File: src/rtl/vco_phase_gen.sv
// Clocked NCO replacement for the ring oscillator: accumulates fcw and emits the 16-phase ring pattern.
// Optional period counter (wrap_count port) is built only when VCO_PHASE_WRAP_CNT_EN is defined.
module vco_phase_gen #(
    parameter int ACC_BITS      = 16,
    parameter int FCW_BITS      = 16,
    parameter int WRAP_CNT_BITS = 8
) (
    input  logic                     clk,
    input  logic                     reset,
    input  logic                     enable,
    input  logic [FCW_BITS-1:0]      fcw,
    input  logic                     load,
    input  logic [4:0]               load_phase,
    output logic [15:0]              phases,
    output logic [4:0]               phase_idx,
    output logic                     wrap
`ifdef VCO_PHASE_WRAP_CNT_EN
    ,
    output logic [WRAP_CNT_BITS-1:0] wrap_count
`endif
);

    if ((ACC_BITS < 5) || (ACC_BITS > 32) || (FCW_BITS < 1) || (FCW_BITS > ACC_BITS)
        || (WRAP_CNT_BITS < 1)) begin : g_param_check
        $error("vco_phase_gen: illegal parameter combination");
    end

    // Ring pattern for index k: top k bits inverted for k<=16, then the inversion recedes from the top.
    function automatic logic [15:0] ring_decode(input logic [4:0] k);
        logic [15:0] t;
        if (k <= 5'd16) begin
            t = ~(16'hFFFF >> k);
        end else begin
            t = 16'hFFFF >> (k - 5'd16);
        end
        return 16'h5555 ^ t;
    endfunction

    logic [ACC_BITS-1:0] r_acc;
    logic                r_wrap;
    logic [15:0]         r_phases;
    logic [ACC_BITS:0]   w_fcw_ext;
    logic [ACC_BITS:0]   w_sum;
    logic [ACC_BITS-1:0] w_load_acc;
    logic [ACC_BITS-1:0] w_acc_next;
    logic                w_wrap_next;

    // Zero-extended increment and load value, written so that FCW_BITS==ACC_BITS and ACC_BITS==5 both work.
    always_comb begin
        w_fcw_ext                      = '0;
        w_fcw_ext[FCW_BITS-1:0]        = fcw;
        w_load_acc                     = '0;
        w_load_acc[ACC_BITS-1 -: 5]    = load_phase;
    end

    assign w_sum = {1'b0, r_acc} + w_fcw_ext;

    // Next accumulator value and carry: load beats enable, and a load never produces a wrap.
    always_comb begin
        w_acc_next  = r_acc;
        w_wrap_next = 1'b0;
        if (load) begin
            w_acc_next  = w_load_acc;
            w_wrap_next = 1'b0;
        end else if (enable) begin
            {w_wrap_next, w_acc_next} = w_sum;
        end else begin
            w_acc_next  = r_acc;
            w_wrap_next = 1'b0;
        end
    end

    // Accumulator, wrap pulse and the pattern decoded from the next value so phases lands with acc.
    always_ff @(posedge clk or negedge reset) begin
        if (!reset) begin
            r_acc    <= '0;
            r_wrap   <= 1'b0;
            r_phases <= 16'h5555;
        end else begin
            r_acc    <= w_acc_next;
            r_wrap   <= w_wrap_next;
            r_phases <= ring_decode(w_acc_next[ACC_BITS-1 -: 5]);
        end
    end

`ifdef VCO_PHASE_WRAP_CNT_EN
    logic [WRAP_CNT_BITS-1:0] r_wrap_count;

    // Completed-period counter; loads leave it alone because w_wrap_next is low on a load.
    always_ff @(posedge clk or negedge reset) begin
        if (!reset) begin
            r_wrap_count <= '0;
        end else if (w_wrap_next) begin
            r_wrap_count <= r_wrap_count + {{(WRAP_CNT_BITS-1){1'b0}}, 1'b1};
        end else begin
            r_wrap_count <= r_wrap_count;
        end
    end

    assign wrap_count = r_wrap_count;
`endif

    assign phases    = r_phases;
    assign phase_idx = r_acc[ACC_BITS-1 -: 5];
    assign wrap      = r_wrap;

endmodule

File: config.mk
export PLATFORM = sky130hd
export DESIGN_NAME = vco_phase_gen
export DESIGN_NICKNAME = d
export VERILOG_FILES = /design/src/rtl/vco_phase_gen.sv
export SDC_FILE = /design/constraint.sdc
export NUM_CORES = 1
export LEC_CHECK = 0
export CAP_MARGIN = 15
export CORE_AREA = 3 3 67 63
export DETAILED_ROUTE_END_ITERATION = 8
export DIE_AREA = 0 0 70 66
export DONT_BUFFER_PORTS = 1
export PLACE_DENSITY = 0.78
export RECOVER_POWER = 100
export REMOVE_ABC_BUFFERS = 1
export SYNTH_ARGS = -nofsm -noshare
export SYNTH_HDL_FRONTEND = slang
export SYNTH_SLANG_ARGS = --single-unit
File: constraint.sdc
create_clock -name clk -period 3.89 [get_ports clk]
set_clock_uncertainty 0.1 [all_clocks]
set_input_delay 0.389 -clock clk [delete_from_list [all_inputs] [get_ports clk]]
set_output_delay 0.389 -clock clk [all_outputs]
set_load 0.1 [all_outputs]
After elaboration in Yosys (flattened, before gate mapping)
Cells that the tools add are included.
{"block": "op_classes", "magnitude_cmp": 1, "muxes": 5, "n_addsub": 2, "shifts": 2, "reduce_logical": 1, "n_bitwise": 2}
{"cell": "$mux W16", "n": 3}
{"cell": "$shr A16 B5 Y16 const A", "n": 2}
{"cell": "$add A16 B16 Y17", "n": 1}
{"cell": "$not A16 Y16", "n": 1}
{"cell": "$not A8 Y8", "n": 1}
{"cell": "$le A5 B5 Y1 const B", "n": 1}
{"cell": "$sub A5 B5 Y5 const B", "n": 1}
{"cell": "$mux W1", "n": 2}
{"cell": "$reduce_bool A2 Y1", "n": 1}
{"block": "totals", "out_inout_bits": 22, "inputBits": 25, "register_bits": 33, "elab_cells": 17}

Logic depth before layout (Yosys ltp)
Gate-level depths: netlist (run 1).
{"block": "logic_depth", "word_depth": 7, "mapped_depth": 12, "ltp_nobuf": 11}

Worst setup path after synthesis (run 1)
OpenSTA, ideal clock, no wires.
{"block": "synth_timing", "kind": "input to register", "startpoint": "input fcw[0]", "endpoint": "register r_phases[5], in the netlist phases[5]", "arrival_ns": 2.368, "slack_ns": 1.291, "required_ns": 3.659, "cell_stages": 11, "setup_time_ns": 0.131, "n_path_buf": 0, "cell_sequence": "ha_1 > inv_1 > fa_1 > nand2b_1 > a21oi_2 > o21ai_1 > o31ai_2 > xor2_1 > a2bb2oi_2 > o21ai_0 > xor2_1"}
{"block": "synth_between", "elab_chain_cells": 6, "elab_cells_between_ends": 9, "cone_classes": "2 x add/sub; 1 x order compare; 2 x shift; 3 x mux; 1 x bitwise"}
{"element": "start, declared", "line": "11", "rtl": "input logic [FCW_BITS-1:0] fcw,"}
{"element": "$add A16 B16 Y17 *", "line": "56", "rtl": "assign w_sum = {1'b0, r_acc} + w_fcw_ext;"}
{"element": "$mux W16 *", "line": "65", "rtl": "end else if (enable) begin"}
{"element": "$mux W16 *", "line": "62", "rtl": "if (load) begin"}
{"element": "$sub A5 B5 Y5 / $shr A16 B5 Y16 (equally long branches)", "line": "34, 32"}
{"element": "$shr A16 B5 Y16 / $not A16 Y16 (equally long branches)", "line": "34, 32"}
{"element": "$mux W16 *", "line": "31", "rtl": "if (k <= 5'd16) begin"}
{"element": "end signal, assigned", "line": "82", "rtl": "r_phases <= ring_decode(w_acc_next[ACC_BITS-1 -: 5]);"}
{"element": "end, declared", "line": "41", "rtl": "logic [15:0] r_phases;"}
Mark *: on every way between the ends. The rest lies on a longest branch, timed or not. The select of a mux whose other input is x is not followed.
A chain may end at the register's enable or synchronous reset.

Worst setup path in the final report (run 1)
{"block": "layout_timing", "startpoint": "register r_acc[14]", "endpoint": "register r_phases[3], in the netlist phases[3]"}
{"block": "layout_between", "elab_chain_cells": 6, "elab_cells_between_ends": 9, "cone_classes": "2 x add/sub; 1 x order compare; 2 x shift; 3 x mux; 1 x bitwise"}
{"element": "start, declared", "line": "39", "rtl": "logic [ACC_BITS-1:0] r_acc;"}
{"element": "start signal, assigned", "line": "80", "rtl": "r_acc <= w_acc_next;"}
{"element": "$add A16 B16 Y17", "line": "56"}
{"element": "$mux W16 *", "line": "65"}
{"element": "$mux W16 *", "line": "62"}
{"element": "$sub A5 B5 Y5 / $shr A16 B5 Y16 (equally long branches)", "line": "34, 32"}
{"element": "$shr A16 B5 Y16 / $not A16 Y16 (equally long branches)", "line": "34, 32"}
{"element": "$mux W16 *", "line": "31"}
Marks and branches as above.

==> results by group, run 1 <==
CTS
  • Clk sink count: 33
  • Clock-pin slew on the worst setup and hold paths: 0.07 ns
  • Cell chosen for the clock root: sky130_fd_sc_hd__clkbuf_8
  • H-tree level count: 2
  • Number of CTS-inserted buffers: 5
  • Clock insertion delay at the later pin of the skew report: between 0.2 and 0.3 ns
  • Maximum clock insertion buffer count: 2
  • Clock tree from TritonCTS: yes
  • Number of buffers inserted by post-CTS setup repair: 0
  • Resized Gates After CTS: 0
  • Post-CTS Hold Buffers: 2

Pwr
  • Sequential share of power: 0.544
  • Cell-internal power: 733 uW
  • Part of the total power dissipated in the clock network: 0.159
  • Peak VDD IR: 545 uV
  • Switching fraction of total power: 0.532
  • Pleak: 0.00104 uW
  • Net switching power: 833 uW
  • Proportion of power drawn by combinational gates: 0.297
  • Pwr dens: 673 mW/mm^2

STA
  • Maximum operating frequency: 306 MHz
  • Final hold violations: 0
  • Unrepaired setup endpoints after global routing: no
  • Tcrit/Tclk final: 0.839
  • Min Tclk post-route: 3.26 ns
  • Worst path setup slack after routing: 0.625 ns
  • Total setup violations reported at the end of the flow: 0
  • Relative max-transition margin: -0.184
  • Worst hold slack after final layout: between 0.06 and 0.07 ns
  • Worst-margin pin slew: roughly 1.8 ns
  • Pins Over Slew Limit: 34
  • Summed negative setup slack over all endpoints: 0 ns

Worst setup path
  • Slowest cell delay on critical path: approximately 0.91 ns
  • Combined buffer and inverter count along the critical path: 1
  • Category of the worst setup path launch point: register
  • Critical setup path kind: reg2reg
  • Worst endpoint required time: 3.99 ns
  • Critical Path Fanout Max: 8
  • Sequence of cells on the critical path: clkbuf_1 > ha_1 > or3b_2 > a31oi_1 > nor3b_4 > or2_4 > nor2_1 > xnor2_1
  • Kind of cell adding the most delay to the critical path: simple AND/OR/NAND/NOR gates
  • Signal arrival time at the worst endpoint: 3.36 ns
  • Type of destination of the critical path: register
  • Highest-delay cell along the critical path: sky130_fd_sc_hd__clkbuf_1

Logic synthesis
  • Post-synth EDFFs: 0
  • Sequential share of the synthesized area: 0.367
  • Post-synthesis cell count: between 200 and 250
  • Area share of the largest cell type after synthesis: 0.275
  • Most used flip-flop cell after synthesis: sky130_fd_sc_hd__dfrtp_1
  • Number of storage elements in the synthesis netlist: 33
  • Number of warnings issued by yosys: 0
  • Yosys cell types: 58
  • Post-synth top area cell: sky130_fd_sc_hd__dfrtp_1
  • Netlist Area Pre-Place: 0.00228 sq mm
  • Share of flip-flops with an asynchronous set or reset after synthesis: 1.00
  • Average size of a mapped cell: slightly above 10 sq um
  • Top post-synthesis cells by area: sky130_fd_sc_hd__dfrtp_1, sky130_fd_sc_hd__dfstp_2, sky130_fd_sc_hd__ha_1

Floorplanning
  • Die Span Y: 66 um
  • # rows: 21
  • Die outline area: 0.00462 sq mm
  • Boundary Pins: 47
  • Effective utilization at floorplan: 0.628
  • Die X: 70 um
  • Placeable core area: between 0.003 and 0.004 sq mm

Drt
  • Total iterations of the first detailed-routing run: 4
  • Starting DRT DRC Count: 108
  • Detail-routed net length per standard cell: 16.2 um
  • Total wire length: 4.40 mm
  • Count of nets left with antenna violations after detail routing: 0
  • Remaining design rule violation count: 0
  • Vias per cell: 5.79
  • Routed vias: approximately 1600

Placement
  • Dpl hpwl: about 3.3 mm
  • Worst slack, placed: 1.04 ns
  • Placer's final routability congestion estimate: 0.823
  • Count of input and output buffers: 0

Final layout
  • Storage cell area: 836 sq um
  • Final net count: 267
  • Multi-input combinational cell area: 0.00127 sq mm
  • Layout fillers: 306
  • Share of cells above drive strength 1: 0.124
  • Post-synthesis to final-layout area growth: 2.09%
  • # diodes: 0

Global routing
  • Number of antenna violations at the first check in global routing: 0
  • GRT Total Usage: 0.212
  • First-pass GRT wire length: 7.76 mm
  • Total gr overflow: 0
  • Maximum number of pins on one net before global-route repair: 34
  • Vias in the first global route: 1696

Outcome
  • Violations in the final reports: capacitance limit, slew limit
  • Result of the run: finished with violations

Min path
  • Hold Path Class: in2reg

Job
  • Count of maximum capacitance violations: 1
-- worst paths after layout --
check | cells after the start | from | end | slack (ns)
setup / recovery | 8 | r_acc[14] | phases[3] | 0.63
hold / removal | 1 | load | r_acc[4] | 0.07
setup reg to reg | 8 | r_acc[14] | phases[3] | 0.63
hold reg to reg | 2 | r_acc[4] | r_acc[4] | 0.44
max in group asynchronous | 2 | reset | phases[1] | 1.63
min in group asynchronous | 2 | reset | r_acc[6] | 1.02
-- layer usage --
| layer | GRT usage | up-vias | wire [um] |
|---|---|---|---|
| met5 | 0 | - | 0 |
| li1 | - | 785 | - |
| met2 | 0.346 | 39 | 1980 |
| met3 | 0.0517 | 4 | 255 |
| met1 | 0.286 | 748 | 2140 |
| met4 | 0.0502 | 0 | 25 |
-- area by class of cell --
cell class,count,area share
clock buffers,6,0.0312
clock inverters,2,0.00431
inverters,11,0.0178
multi-input cells,166,0.546
flip-flops and latches,33,0.360
well taps,46,0.0248
repair buffers,8,0.0161
-- placed cells by master (no fill, tap or decap), types with 2 or more instances in the layout --
cell type                  synthesis  routed
sky130_fd_sc_hd__nand3_1           2       2
sky130_fd_sc_hd__inv_1            10      10
sky130_fd_sc_hd__o21a_1            4       4
sky130_fd_sc_hd__nand2b_1          4       4
sky130_fd_sc_hd__nand4_1           2       2
sky130_fd_sc_hd__a211oi_1          2       3
sky130_fd_sc_hd__ha_1             16      16
sky130_fd_sc_hd__nor2b_1           2       2
sky130_fd_sc_hd__o21bai_1          2       2
sky130_fd_sc_hd__xnor2_1          13      13
sky130_fd_sc_hd__nand2_1           9       9
sky130_fd_sc_hd__clkbuf_1          2       7
sky130_fd_sc_hd__nor3b_1           2       2
sky130_fd_sc_hd__o21ai_0           5       7
sky130_fd_sc_hd__nor2_1           19      19
sky130_fd_sc_hd__a31oi_1           3       3
sky130_fd_sc_hd__o21ai_1           5       4
sky130_fd_sc_hd__clkbuf_8          1       5
sky130_fd_sc_hd__and3_2            2       2
sky130_fd_sc_hd__a22o_1            2       2
sky130_fd_sc_hd__dfstp_1           0       8
sky130_fd_sc_hd__a21o_1            4       4
sky130_fd_sc_hd__a21oi_1          17      18
sky130_fd_sc_hd__dfrtp_1          25      25
sky130_fd_sc_hd__o211ai_1          1       2
sky130_fd_sc_hd__mux2i_1          10      10
sky130_fd_sc_hd__xor2_1           11      11
sky130_fd_sc_hd__clkinv_2          0       2
-- metrics by stage --
step / utilization / cell area [sq um] / power (uW) / std cells
floorplan: - / 2160 / 1250 / 210
global placement: 0.625 / 2270 / 1330 / 262
detailed placement: 0.625 / 2270 / 1340 / 262
CTS: 0.656 / 2380 / 1600 / 272
global route: 0.641 / 2320 / 1650 / 272
finish: 0.641 / 2320 / 1570 / 272
-- sequential cells by signal (all words and copies together), names as in the netlist --
name    cells
r_acc      16
phases     16
wrap        1
-- cells by family after synthesis --
kind of cell | count (synthesis) | synth area share
DFF | 33 | 0.367
AOI/OAI and AO/OA | 60 | 0.187
xor gates and xnor gates | 25 | 0.0995
muxes | 10 | 0.0440
and+or+nand+nor | 54 | 0.138
buffers and inverters | 23 | 0.0676
adders and majority gates | 17 | 0.0967
-- synth_stat cells (all sizes together), types with 2 or more instances --
cell type and instances:
nand2b 4, a22o 2, o21a 4, a31oi 3, nand2 9, a21oi 19, nor3b 3, dfstp 8
buf 9, o21ai 11, o211ai 2, and3 2, nor2 20, nand4 2, o31a 2, a211oi 4
dfrtp 25, xor2 11, nor2b 3, and4 2, mux2i 10, nand3 2, ha 16, clkbuf 3
a21o 4, o21bai 2, xnor2 14, inv 11
-- power by group through the flow --
stage / Combinational (uW) / Clock, uW / Sequential [uW]
CTS: 483 / 257 / 863
floorplan: 329 / 0 / 920
global placement: 460 / 0 / 866
finish: 465 / 249 / 852
detailed placement: 469 / 0 / 867
global route: 518 / 271 / 860
Power figures use the tool's default switching activity.
==> run 2: changes to the inputs <==
- CORE_AREA: 3 3 67 63 -> 3 3 68 64
- DIE_AREA: 0 0 70 66 -> 0 0 71 67
- PLACE_DENSITY: 0.78 -> 0.76
- clock period: 3.89 -> 3.4 ns (I/O delays scaled with it)
==> results by group, run 2 (synthesized netlist as in run 1, its figures left out) <==
STA
  • Unrepaired setup endpoints after global routing: no
  • Maximum operating frequency: 332 MHz (+8.5%)
  • Min Tclk post-route: 3.01 ns (-0.255 ns)
  • Relative max-transition margin: -0.160 (+0.0241)
  • Tcrit/Tclk final: 0.885 (+0.0459)
  • Pins Over Slew Limit: 34 (unchanged)
  • Total setup violations reported at the end of the flow: 0 (unchanged)
  • Worst-margin pin slew: 1.74 ns (-0.0361 ns)
  • Final hold violations: 0 (unchanged)
  • Worst path setup slack after routing: 0.390 ns (-0.235 ns)
  • Summed negative setup slack over all endpoints: 0 ns (unchanged)

Floorplanning
  • Placeable core area: 0.00368 sq mm (+1.4%)
  • Effective utilization at floorplan: 0.619 (-0.00897)
  • Die Span Y: 67 um (+1.5%)
  • Die outline area: 0.00476 sq mm (+3.0%)
  • Boundary Pins: 47 (unchanged)
  • Die X: 71 um (+1.4%)
  • # rows: 21 (unchanged)

Pwr
  • Net switching power: 962 uW (+15%)
  • Proportion of power drawn by combinational gates: 0.298 (about the same)
  • Pwr dens: 772 mW/mm^2 (+15%)
  • Sequential share of power: 0.542 (-0.002)
  • Switching fraction of total power: 0.534 (+0.00245)
  • Peak VDD IR: 541 uV (-0.64%)
  • Part of the total power dissipated in the clock network: 0.160 (about the same)
  • Overall power of the completed layout: 1800 uW (+15%)
  • Cell-internal power: 838 uW (+14%)
  • Pleak: 0.00105 uW (about the same)

Drt
  • Routed vias: 1647 (+4.5%)
  • Detail-routed net length per standard cell: 17.4 um (+7.7%)
  • Starting DRT DRC Count: 75 (-31%)
  • Remaining design rule violation count: 0 (unchanged)
  • Total wire length: 4.76 mm (+8.1%)
  • Count of nets left with antenna violations after detail routing: 0 (unchanged)
  • Total iterations of the first detailed-routing run: 4 (unchanged)
  • Vias per cell: 6.03 (+4.1%)

Worst setup path
  • Signal arrival time at the worst endpoint: 3.08 ns (-0.28 ns)
  • Category of the worst setup path launch point: register
  • Endpoint of the lowest-slack register-to-register path: phases[7]
  • FF-to-FF setup slack: 0.39 ns (-0.23 ns)
  • Worst endpoint required time: 3.47 ns (-0.52 ns)
  • Startpoint of the worst register-to-register path: r_acc[3]
  • Critical setup path kind: reg2reg
  • Type of destination of the critical path: register
  • Critical Path Fanout Max: 4 (-4)
  • Cells on worst reg2reg path: 9 (+1)

Global routing
  • First-pass GRT wire length: 8.09 mm (+4.3%)
  • Total gr overflow: 0 (unchanged)
  • Number of antenna violations at the first check in global routing: 0 (unchanged)
  • Met2 capacity usage during global routing: 0.343 (-0.00293)
  • Met3 global-route usage: 0.0784 (+0.0268)
  • Maximum number of pins on one net before global-route repair: 34 (unchanged)
  • Global-route met1 utilization: 0.288 (+0.00147)
  • GRT Total Usage: 0.220 (+0.00819)
  • Vias in the first global route: 1659 (-2.2%)
  • Busiest grt layer: met2

Final layout
  • # diodes: 0 (unchanged)
  • Layout fillers: 320 (+4.6%)
  • Share of cells above drive strength 1: 0.119 (-0.00495)
  • Final net count: 268 (+0.37%)
  • Post-synthesis to final-layout area growth: 2.36%
  • Top library cells by usage in the layout, fill and taps aside: sky130_fd_sc_hd__dfrtp_1, sky130_fd_sc_hd__nor2_1, sky130_fd_sc_hd__a21oi_1
  • Leading cell type in the layout, fill and taps excluded: sky130_fd_sc_hd__dfrtp_1

CTS
  • Resized Gates After CTS: 0 (unchanged)
  • Clock tree from TritonCTS: yes
  • Clock insertion delay at the later pin of the skew report: 0.29 ns (about the same)
  • Cell chosen for the clock root: sky130_fd_sc_hd__clkbuf_8
  • Clk sink count: 33 (unchanged)
  • Number of buffers inserted by post-CTS setup repair: 0 (unchanged)
  • Clock-pin slew on the worst setup and hold paths: 0.07 ns (about the same)
  • H-tree level count: 2 (unchanged)
  • Maximum clock insertion buffer count: 2 (unchanged)
  • Number of CTS-inserted buffers: 5 (unchanged)

Outcome
  • Violations in the final reports: capacitance limit, slew limit
  • Result of the run: finished with violations

Min path
  • Capture endpoint of the worst hold path: r_acc[8]
  • Hold Path Class: in2reg
  • Number of cells traversed by the worst hold path: 1 (unchanged)
  • Startpoint of the tightest hold check path: load

Job
  • Count of maximum capacitance violations: 1 (unchanged)

Placement
  • Count of input and output buffers: 0 (unchanged)
  • Placer's final routability congestion estimate: 0.861 (+4.7%)
  • Worst slack, placed: 0.552 ns (-0.488 ns)
  • Dpl hpwl: 3.44 mm (+4.2%)
[run 2: area by class of cell]
class / instances / area, sq um / share of cell area
multi-input combinational: 166 / 1260 / 0.542
inverter: 11 / 41.3 / 0.0177
timing repair buffer: 9 / 50.0 / 0.0215
clock inverter: 2 / 10.0 / 0.00429
sequential: 33 / 836 / 0.359
tap: 46 / 57.6 / 0.0247
clock buffer: 6 / 72.6 / 0.0311
[run 2: per-stage QoR]
step	hold WS, ns	std cells	cell area (sq um)	utilization
2_1_floorplan	-0.0556	210	2160	-
3_3_place_gp	-0.0545	262	2270	0.616
3_5_place_dp	-0.0548	262	2270	0.616
4_1_cts	0.00469	272	2380	0.647
5_1_grt	0.00452	273	2330	0.634
6_report	0.00721	273	2330	0.634
[run 2: metal layers]
metal	vias up	wire [um]	part of all wire
met4	0	79	0.017
li1	784	-	-
met5	-	0	0
met3	12	361	0.076
met2	55	2320	0.49
met1	796	2000	0.42
[run 2: repair_timing]
action | CTS | global route
hold buffers | 2 | 1
endpoints found under the hold margin | 33 | 2
setup endpoints to repair | 0 | 0
[run 2: worst max path at each step]
stage                     depth (start not counted)    endpoint       from
final                                             9   phases[7]   r_acc[3]
after global routing                             11   phases[6]   r_acc[0]
after CTS                                        11   phases[6]   r_acc[0]
after detailed placement                         11   phases[6]   r_acc[0]
after global placement                           11  phases[10]     fcw[0]
after floorplan                                   8  phases[11]  r_acc[12]
[run 2: power groups by stage]
stage	combinational [uW]	sequential, uW	clock, uW
floorplan	377	1050	0
finish	537	976	287
global route	596	987	311
detailed placement	539	993	0
global placement	523	991	0
CTS	556	989	292
[run 2: worst max-delay path, stage by stage (launching register included)]
cell and delay [ns]:
sky130_fd_sc_hd__dfrtp_1 0.38, sky130_fd_sc_hd__ha_1 0.36, sky130_fd_sc_hd__o211ai_2 0.10, sky130_fd_sc_hd__o21ai_0 0.48, sky130_fd_sc_hd__o221ai_1 0.23, sky130_fd_sc_hd__and4_2 0.29
sky130_fd_sc_hd__or3_4 0.38, sky130_fd_sc_hd__a211oi_2 0.29, sky130_fd_sc_hd__a21oi_1 0.14, sky130_fd_sc_hd__xnor2_1 0.14
